**config.mk**
```make
export PLATFORM = sky130hd
export DESIGN_NAME = dds_sine_sched
export DESIGN_NICKNAME = d
export VERILOG_FILES = /design/src/rtl/dds_pkg.sv /design/src/rtl/dds_phase_acc.sv /design/src/rtl/dds_sine_sched.sv
export SDC_FILE = /design/constraint.sdc
export NUM_CORES = 1
export LEC_CHECK = 0
export CAP_MARGIN = 20
export CORE_ASPECT_RATIO = 0.7
export CORE_MARGIN = 2
export CORE_UTILIZATION = 40
export DETAILED_ROUTE_END_ITERATION = 7
export GPL_TIMING_DRIVEN = 0
export PLACE_DENSITY = 0.7
export SKIP_CTS_REPAIR_TIMING = 1
export SLEW_MARGIN = 30
export SYNTH_ARGS = -nofsm -noshare
export SYNTH_HDL_FRONTEND = slang
export SYNTH_SLANG_ARGS = --single-unit
```
**constraint.sdc**
```tcl
create_clock -name clka -period 6.4 [get_ports clka]
set_input_delay 1.28 -clock clka [delete_from_list [all_inputs] [get_ports clka]]
set_output_delay 1.28 -clock clka [all_outputs]
set_load 0.02 [all_outputs]
```
**src/rtl/dds_pkg.sv**
```systemverilog
// Shared constants, FSM encoding and helpers for the two-channel DDS sequencer.
package dds_pkg;

    localparam int ROM_ADDR_W = 8;
    localparam int SAMPLE_W   = 11;
    localparam logic [SAMPLE_W-1:0] MIDSCALE = 11'd1024;

    typedef enum logic [1:0] {
        ST_IDLE  = 2'd0,
        ST_ISSUE = 2'd1,
        ST_WAIT  = 2'd2
    } dds_state_e;

    function automatic int ch_idx_w(input int nch);
        return (nch > 1) ? $clog2(nch) : 1;
    endfunction

endpackage

```
**src/rtl/dds_phase_acc.sv**
```systemverilog
// One channel's phase accumulator: adds the tuning word on an adv strobe, wraps mod 2^PHASE_W.
module dds_phase_acc
    import dds_pkg::*;
#(
    parameter int PHASE_W = 16
) (
    input  logic               clk,
    input  logic               rst_n,
    input  logic               adv_i,
    input  logic [PHASE_W-1:0] ftw_i,
    output logic [PHASE_W-1:0] phase_o
);

    logic [PHASE_W-1:0] phase_q, phase_d;

    always_comb begin
        phase_d = phase_q;
        if (adv_i) begin
            phase_d = phase_q + ftw_i;
        end
    end

    always_ff @(posedge clk or negedge rst_n) begin
        if (!rst_n) begin
            phase_q <= '0;
        end else begin
            phase_q <= phase_d;
        end
    end

    assign phase_o = phase_q;

endmodule

```
**src/rtl/dds_sine_sched.sv**
```systemverilog
// Walks the enabled channels once per accepted tick, sharing one sine ROM:
// issue phase MSBs, wait ROM_LAT+1 cycles, capture the sample, advance the phase.
module dds_sine_sched
    import dds_pkg::*;
#(
    parameter int NCH     = 2,
    parameter int PHASE_W = 16,
    parameter int ROM_LAT = 1
) (
    input  logic                    clka,
    input  logic                    resetn,
    input  logic                    tick,
    input  logic [NCH-1:0]          ch_en,
    input  logic [NCH*PHASE_W-1:0]  ftw,
    output logic [ROM_ADDR_W-1:0]   rom_addr,
    input  logic [SAMPLE_W-1:0]     rom_data,
    output logic [NCH*SAMPLE_W-1:0] sample,
    output logic [NCH-1:0]          sample_valid,
    output logic                    busy,
    output logic                    overrun
);

    localparam int CW = ch_idx_w(NCH);
    localparam logic [1:0] CNT_INIT = 2'(ROM_LAT - 1);

    function automatic logic [CW-1:0] lowest(input logic [NCH-1:0] m);
        lowest = '0;
        for (int i = NCH - 1; i >= 0; i--) begin
            if (m[i]) lowest = CW'(i);
        end
    endfunction

    dds_state_e                         state_q, state_d;
    logic [NCH-1:0]                     mask_q, mask_d;
    logic [CW-1:0]                      cur_q, cur_d;
    logic [1:0]                         cnt_q, cnt_d;
    logic [NCH*PHASE_W-1:0]             ftw_q, ftw_d;
    logic [ROM_ADDR_W-1:0]              rom_addr_q, rom_addr_d;
    logic [NCH-1:0][SAMPLE_W-1:0]       sample_q, sample_d;
    logic [NCH-1:0]                     valid_q, valid_d;
    logic                               busy_q, busy_d;
    logic                               overrun_q, overrun_d;
    logic [NCH-1:0]                     adv;
    logic [NCH-1:0][PHASE_W-1:0]        phase;
    logic [CW-1:0]                      nxt;

    for (genvar g = 0; g < NCH; g++) begin : g_acc
        dds_phase_acc #(.PHASE_W(PHASE_W)) u_acc (
            .clk    (clka),
            .rst_n  (resetn),
            .adv_i  (adv[g]),
            .ftw_i  (ftw_q[g*PHASE_W +: PHASE_W]),
            .phase_o(phase[g])
        );
    end

    always_comb begin
        // NOTE: every variable written here gets a default first, so no latch is inferred.
        state_d    = state_q;
        mask_d     = mask_q;
        cur_d      = cur_q;
        cnt_d      = cnt_q;
        ftw_d      = ftw_q;
        rom_addr_d = rom_addr_q;
        sample_d   = sample_q;
        busy_d     = busy_q;
        valid_d    = '0;
        adv        = '0;
        nxt        = '0;
        overrun_d  = tick & busy_q;

        unique case (state_q)
            ST_IDLE: begin
                if (tick) begin
                    ftw_d = ftw;
                    if (ch_en != '0) begin
                        nxt        = lowest(ch_en);
                        cur_d      = nxt;
                        mask_d     = ch_en & ~(NCH'(1) << nxt);
                        rom_addr_d = phase[nxt][PHASE_W-1 -: ROM_ADDR_W];
                        busy_d     = 1'b1;
                        state_d    = ST_ISSUE;
                    end
                end
            end
            ST_ISSUE: begin
                cnt_d   = CNT_INIT;
                state_d = ST_WAIT;
            end
            ST_WAIT: begin
                if (cnt_q != 2'd0) begin
                    cnt_d = cnt_q - 2'd1;
                end else begin
                    sample_d[cur_q] = rom_data;
                    valid_d[cur_q]  = 1'b1;
                    adv[cur_q]      = 1'b1;
                    // Back-to-back: the next channel's address goes out on the capture edge.
                    if (mask_q != '0) begin
                        nxt        = lowest(mask_q);
                        cur_d      = nxt;
                        mask_d     = mask_q & ~(NCH'(1) << nxt);
                        rom_addr_d = phase[nxt][PHASE_W-1 -: ROM_ADDR_W];
                        state_d    = ST_ISSUE;
                    end else begin
                        busy_d  = 1'b0;
                        state_d = ST_IDLE;
                    end
                end
            end
            default: state_d = ST_IDLE;
        endcase
    end

    // NOTE: sequential state uses non-blocking assignments only, so every flop sees pre-edge values.
    always_ff @(posedge clka or negedge resetn) begin
        if (!resetn) begin
            state_q    <= ST_IDLE;
            mask_q     <= '0;
            cur_q      <= '0;
            cnt_q      <= '0;
            ftw_q      <= '0;
            rom_addr_q <= '0;
            // NOTE: the sample holding registers are plain flops driven to midscale, not a memory.
            sample_q   <= {NCH{MIDSCALE}};
            valid_q    <= '0;
            busy_q     <= 1'b0;
            overrun_q  <= 1'b0;
        end else begin
            state_q    <= state_d;
            mask_q     <= mask_d;
            cur_q      <= cur_d;
            cnt_q      <= cnt_d;
            ftw_q      <= ftw_d;
            rom_addr_q <= rom_addr_d;
            sample_q   <= sample_d;
            valid_q    <= valid_d;
            busy_q     <= busy_d;
            overrun_q  <= overrun_d;
        end
    end

    assign rom_addr     = rom_addr_q;
    assign sample       = sample_q;
    assign sample_valid = valid_q;
    assign busy         = busy_q;
    assign overrun      = overrun_q;

endmodule

```
== Word level (Yosys, flattened, before mapping) ==
Index checks and enable logic that the tools add are counted.
Storage, ports and cells
  register bits after elaboration: 105
  bits in latches: 0
  memory bits (writable): 0
  memory bits (read-only): 0
  output and inout port bits: 34
  logic and storage cells: 97
  memories: 0
Operators by class
  add/sub/neg operators: 3
  multiply operators: 0
  div/mod/pow operators: 0
  $lt $le $gt $ge: 4
  eq/ne operators: 8
  shifts and indexed selects: 2
  muxes and demuxes: 48
  bitwise operators: 6
  reduce and logical (&&, ||, !) cells: 13
Operators with widths (count)
  16-bit two-way mux: 4
  16-bit adder: 2
  8-bit two-way mux: 4
  22-bit bitwise mux: 1
  1-bit two-way mux: 20
  2-bit two-way mux: 10
  8-bit one-hot mux with 2 select lines: 1
  2-bit != test (second input constant): 6
  11-bit demux with 1-bit select: 1
  11-bit two-way mux: 1
  5-bit AND reduction: 2
  2-bit nonzero test: 5
  2-bit one-hot mux with 2 select lines: 2
  1-bit by 2-bit less-than comparator with 1-bit output (second input constant): 3
  2-bit one-hot mux with 3 select lines: 1
  2-bit AND reduction: 3
  2-bit bitwise AND: 2
  2-bit NOT: 2
  1-bit one-hot mux with 2 select lines: 2
  1-bit by 1-bit left shift with 2-bit output (first input constant): 2
  3-bit AND reduction: 1
  2-bit by 1-bit equality test with 1-bit output (second input constant): 1
  2-bit equality test (second input constant): 1
  2-bit logical NOT: 1
  6 further kinds: 6

== Logic depth before layout (Yosys ltp) ==
Gate-level depths: netlist (run 1).
  word-level depth: 11
  depth in mapped cells: 9
  mapped depth without buffers: 8

== Hierarchy ==
A second synthesis (run 1) with hierarchy kept.
Unflattened totals
  cells, all modules: 485
  area total of the unflattened synthesis: 5646.7 um^2
Modules (own cells, without submodules)
  dds_sine_sched: times used 1, cells an instance 187, area each 2919.0 um^2
  dds_phase_acc at g_acc[1].u_acc: times used 1, cells an instance 161, area each 1426.4 um^2
  dds_phase_acc at g_acc[0].u_acc: times used 1, cells an instance 137, area each 1301.2 um^2

== Worst setup path before layout (run 1) ==
No wires, ideal clock.
  path type: input port to flip-flop
  from: input port ch_en[1]
  to: register rom_addr_q[6] (netlist: rom_addr[6])
  setup time: 0.077 ns
  arrival time: 2.333 ns
  data required time: 6.323 ns
  path slack: 3.990 ns
  stages on the path: 7
  buffers on the path: 1
  cells stage by stage: o21ai_0 > o21ai_0 > nand2b_1 > a21oi_2 > clkbuf_1 > nor2_1 > a21oi_1
Between the ends
  word-level cells in the longest chain between the ends: 10
RTL lines
  start, declared: line dds_sine_sched.sv:13  | input logic [NCH-1:0] ch_en,
  1-bit two-way mux (2 in series): line dds_sine_sched.sv:29  | if (m[i]) lowest = CW'(i);
  1-bit two-way mux: line dds_sine_sched.sv:76  | if (ch_en != '0) begin
  1-bit two-way mux: line dds_sine_sched.sv:74  | if (tick) begin
  1-bit two-way mux: line dds_sine_sched.sv:72  | unique case (state_q)
  16-bit two-way mux (implied by the code) (2 in series): line dds_sine_sched.sv:80  | rom_addr_d = phase[nxt][PHASE_W-1 -: ROM_ADDR_W];
  8-bit two-way mux: line dds_sine_sched.sv:76
  8-bit two-way mux: line dds_sine_sched.sv:74
  8-bit one-hot mux with 2 select lines: line dds_sine_sched.sv:72
  end signal, assigned: line dds_sine_sched.sv:134  | rom_addr_q <= rom_addr_d;
  end, declared: line dds_sine_sched.sv:38  | logic [ROM_ADDR_W-1:0] rom_addr_q, rom_addr_d;
Parallel ways exist; a longest one is shown, timed or not. The select of a mux whose other input is x is not followed.
A chain may end at the register's enable or synchronous reset.

== Final worst setup path (run 1) ==
  from: input port tick
  to: register ftw_q[25]
Between the ends
  word-level cells in the longest chain between the ends: 1
RTL lines
  start, declared: line dds_sine_sched.sv:12  | input logic tick,
  2-bit AND reduction (no line)
  end signal, assigned: line dds_sine_sched.sv:133  | ftw_q <= ftw_d;
  end, declared: line dds_sine_sched.sv:37  | logic [NCH*PHASE_W-1:0] ftw_q, ftw_d;
No other way between the ends.

==> results of run 1 <==
[metrics by stage]
step	std cells	util, %
floorplan	542	-
global placement	808	49.1
detailed placement	809	49.3
CTS	825	51.5
global route	825	51.5
finish	825	51.5
[cell families after synthesis]
group / Yosys count / synth area share, %
mux: 43 / 8.65
fa+ha+maj: 33 / 7.85
simple gates: 188 / 15.4
xor+xnor: 21 / 3.37
compound gates: 123 / 13.8
buf+inv: 29 / 2.59
flops: 105 / 48.3
[registers in the layout, summed over array words and instances (netlist names)]
name / flops
busy: 1
overrun: 1
sample_valid: 2
cur_q: 1
state_q: 2
ftw_q: 32
g_acc.u_acc.phase_o: 32
rom_addr: 8
sample: 22
mask_q: 2
cnt_q: 2
[final cells by class]
| cell class | count | area [µm²] | share of cell area [%] |
|---|---|---|---|
| sequential | 105 | 2630 | 38.6 |
| buffer | 20 | 108 | 1.58 |
| clock buffer | 12 | 236 | 3.47 |
| clock inverter | 4 | 53.8 | 0.790 |
| timing repair buffer | 82 | 840 | 12.3 |
| inverter | 9 | 33.8 | 0.496 |
| tap | 185 | 231 | 3.40 |
| multi-input combinational | 408 | 2680 | 39.3 |
[path summary, 6_finish.rpt]
kind                            start                         end  slack (ns)  depth (start not counted)
max                              tick                   ftw_q[25]        3.30                          4
min                        sample[10]                  sample[10]        0.46                          2
max reg2reg                 ftw_q[16]  g_acc[1].u_acc.phase_o[14]        3.91                          8
min reg2reg                sample[10]                  sample[10]        0.46                          2
max in group asynchronous      resetn                  sample[21]        4.86                          2
min in group asynchronous      resetn                     overrun        0.84                          1
[Yosys cell counts, drive strengths merged (2+ instances only)]
cell / number
mux2i: 10
nand4: 6
nor2b: 2
dfstp: 2
a21oi: 41
buf: 8
o31ai: 6
a31oi: 5
a211o: 2
a211oi: 5
nand2: 123
fa: 2
dfrtp: 103
xor2: 12
nor4b: 4
and2: 3
a31o: 2
inv: 8
xnor2: 9
a41oi: 2
o21ai: 35
ha: 31
mux2: 33
nor3b: 4
o21bai: 2
nor2: 21
a21boi: 2
and3: 4
o21a: 3
a21o: 13
clkbuf: 12
nor3: 5
nand3: 8
nand3b: 2
[where the power goes]
group,internal [mW],switching (mW),leakage (nW)
Sequential,0.985,0.218,1.28
Clock,0.305,0.251,0.133
Combinational,0.963,1.18,1.64
Total,2.25,1.65,3.05
[cell usage in the layout (no fill, tap or decap), types with 2 or more instances in the layout]
cell | Yosys | routed
nand2_1 | 123 | 123
dfrtp_1 | 103 | 103
clkdlybuf4s50_1 | 0 | 80
a21oi_1 | 39 | 39
o21ai_0 | 33 | 33
mux2_2 | 33 | 33
ha_1 | 31 | 31
nor2_1 | 21 | 21
clkbuf_1 | 11 | 14
xor2_1 | 12 | 12
a21o_1 | 11 | 11
mux2i_1 | 10 | 10
xnor2_1 | 9 | 9
clkbuf_16 | 0 | 9
inv_1 | 8 | 8
nand3_1 | 8 | 8
buf_2 | 6 | 6
nand4_1 | 6 | 6
o31ai_1 | 6 | 6
a31oi_1 | 5 | 5
a211oi_1 | 5 | 5
nor3_1 | 5 | 5
nor4b_1 | 4 | 4
and2_1 | 3 | 3
buf_6 | 2 | 3
o21a_1 | 3 | 3
nor3b_1 | 3 | 3
a21oi_2 | 2 | 2
a21o_2 | 2 | 2
and3_2 | 2 | 2
a211o_1 | 2 | 2
and3_1 | 2 | 2
a21boi_0 | 2 | 2
o21bai_1 | 2 | 2
a41oi_1 | 2 | 2
nand3b_1 | 2 | 2
fa_1 | 2 | 2
clkinvlp_4 | 0 | 2
dfstp_2 | 2 | 2
[critical path: stages]
cell             delay [ns]
clkdlybuf4s50_1        0.50
nor3b_2                0.61
clkbuf_1               0.54
mux2_2                 0.41
[per-layer routing]
metal / vias up / GRT usage, %
li1: 2092 / -
met1: 2091 / 26.3
met2: 134 / 27.8
met3: 14 / 6.71
met4: 0 / 3.47
met5: - / 0
==> results.toml, run 1 <==
[yosys]
ys_async_sr_fraction_pct = 100
ys.flop_type = "dfrtp_1"
yosys_warnings = 0
ys_types = 56
synth-edff-count = 0
syn_area_um2 = 5450
yosys-top-cells-area = "dfrtp_1, nand2_1, ha_1, mux2_2, a21oi_1"
syn_avg_cell_area_um2 = 10.1
yosys_register_bits = 105
yosysTopAreaCell = "dfrtp_1"
synth_cells = 542
ys_seq_area_share_pct = 48.3
syn-num-nets = 623
synth_top_area_share_pct = 47.3

[clock_network]
cts.clk_slew.worst_paths_ns = 0.07
cts_tree = "done"
clock_sink_count = 105
cts_buffer_depth = 2
cts-root-buf = "clkbuf_16"
clk_latency_ns = 0.35
ctsHtreeMaxLevel = 3
cts_made_buffers = 9

[timing]
tightestPinTransition_ns = 0.707
clock_skew_ns = 0.00706
setup_viol = 0
setup_tns_ns = 0
relSlewSlack_pct = 52.6
period_share_pct = 48.5
hold-worst-slack_ns = 0.462
max_freq_mhz = 322
drv_slew = 0
hold_viol = 0
fin_crit_ns = 3.10
rsz0062_at_grt = "false"
worst_slack_ns = 3.30

[drt]
dr_wl_met3_um = 961
dr.max_layer_used = "met4"
wl_um = 12900
met1Wirelength_um = 6300
vias = 4331
first_pass_iters = 4
vias_per_cell = 5.25
drt_iter0_drc = 193
wl_met2_um = 5540
drcViolationCount = 0
wl_per_cell_um = 15.6
drtAntennaViolNets = 0

[global_route]
grt_overflow = 0
track_usage_pct = 18.6
grt_pass1_wl_um = 21000
grt_max_degree = 64
antenna_found_initial = 0
grt_pass1_vias = 4192

[floorplan]
die_y_um = 102
die_area_um2 = 14600
die_x_um = 144
coreArea_um2 = 13200
start_util_pct = 41.2
ios = 82
placementRows = 35

[critical_path]
required_ns = 6.64
cp-end-kind = "flip-flop"
critPathLaunchType = "input port"
criticalPathCategory = "in -> reg"
crit_arrival_ns = 3.34
crit_fanout = 10

[layout]
antennaDiodeCount = 0
fillers = 1233
post-route-cell-area_um2 = 6810
drive_gt1_share_pct = 10.9
finalNetCount = 716
area_growth_syn_to_layout_pct = 25.0

[power]
worst_ir_drop_vdd_mv = 0.215
p_total_mw = 3.90
power_density_nw_per_um2 = 573
leakagePower_nw = 3.05

[placed_design]
dpl-instance-area_um2 = 6520
place_congestion = 0.873
dpl_worst_slack_ns = 2.94
io_buffer_count = 81
hpwlAfterDp_um = 9500

[status]
status = "finished clean"

[job]
max_cap_viol_count = 0

[hold_path]
hold_class = "reg -> reg"
Power figures use the tool's default switching activity.
==> run 2: changes to the inputs <==
==> constraint.sdc (replaced) <==
create_clock -name clka -period 3 [get_ports clka]
set_input_delay 0.6 -clock clka [delete_from_list [all_inputs] [get_ports clka]]
set_output_delay 0.6 -clock clka [all_outputs]
set_load 0.02 [all_outputs]
==> results of run 2 <==
Same layout as run 1 (identical final DEF). Status: finished clean.
Main changes from that run: setup slack after placement 2.94 ns -> 0.225 ns; setup slack after layout 3.30 ns -> 0.510 ns; hold slack 0.462 ns -> 0.161 ns; start point of the critical path tick -> ftw_q[16]; end point of the critical path ftw_q[25] -> g_acc[1].u_acc.phase_o[14]; register-to-register setup slack 3.91 ns -> 0.51 ns; total power 3.90 mW -> 8.33 mW; worst IR drop on VDD 0.215 mV -> 0.459 mV
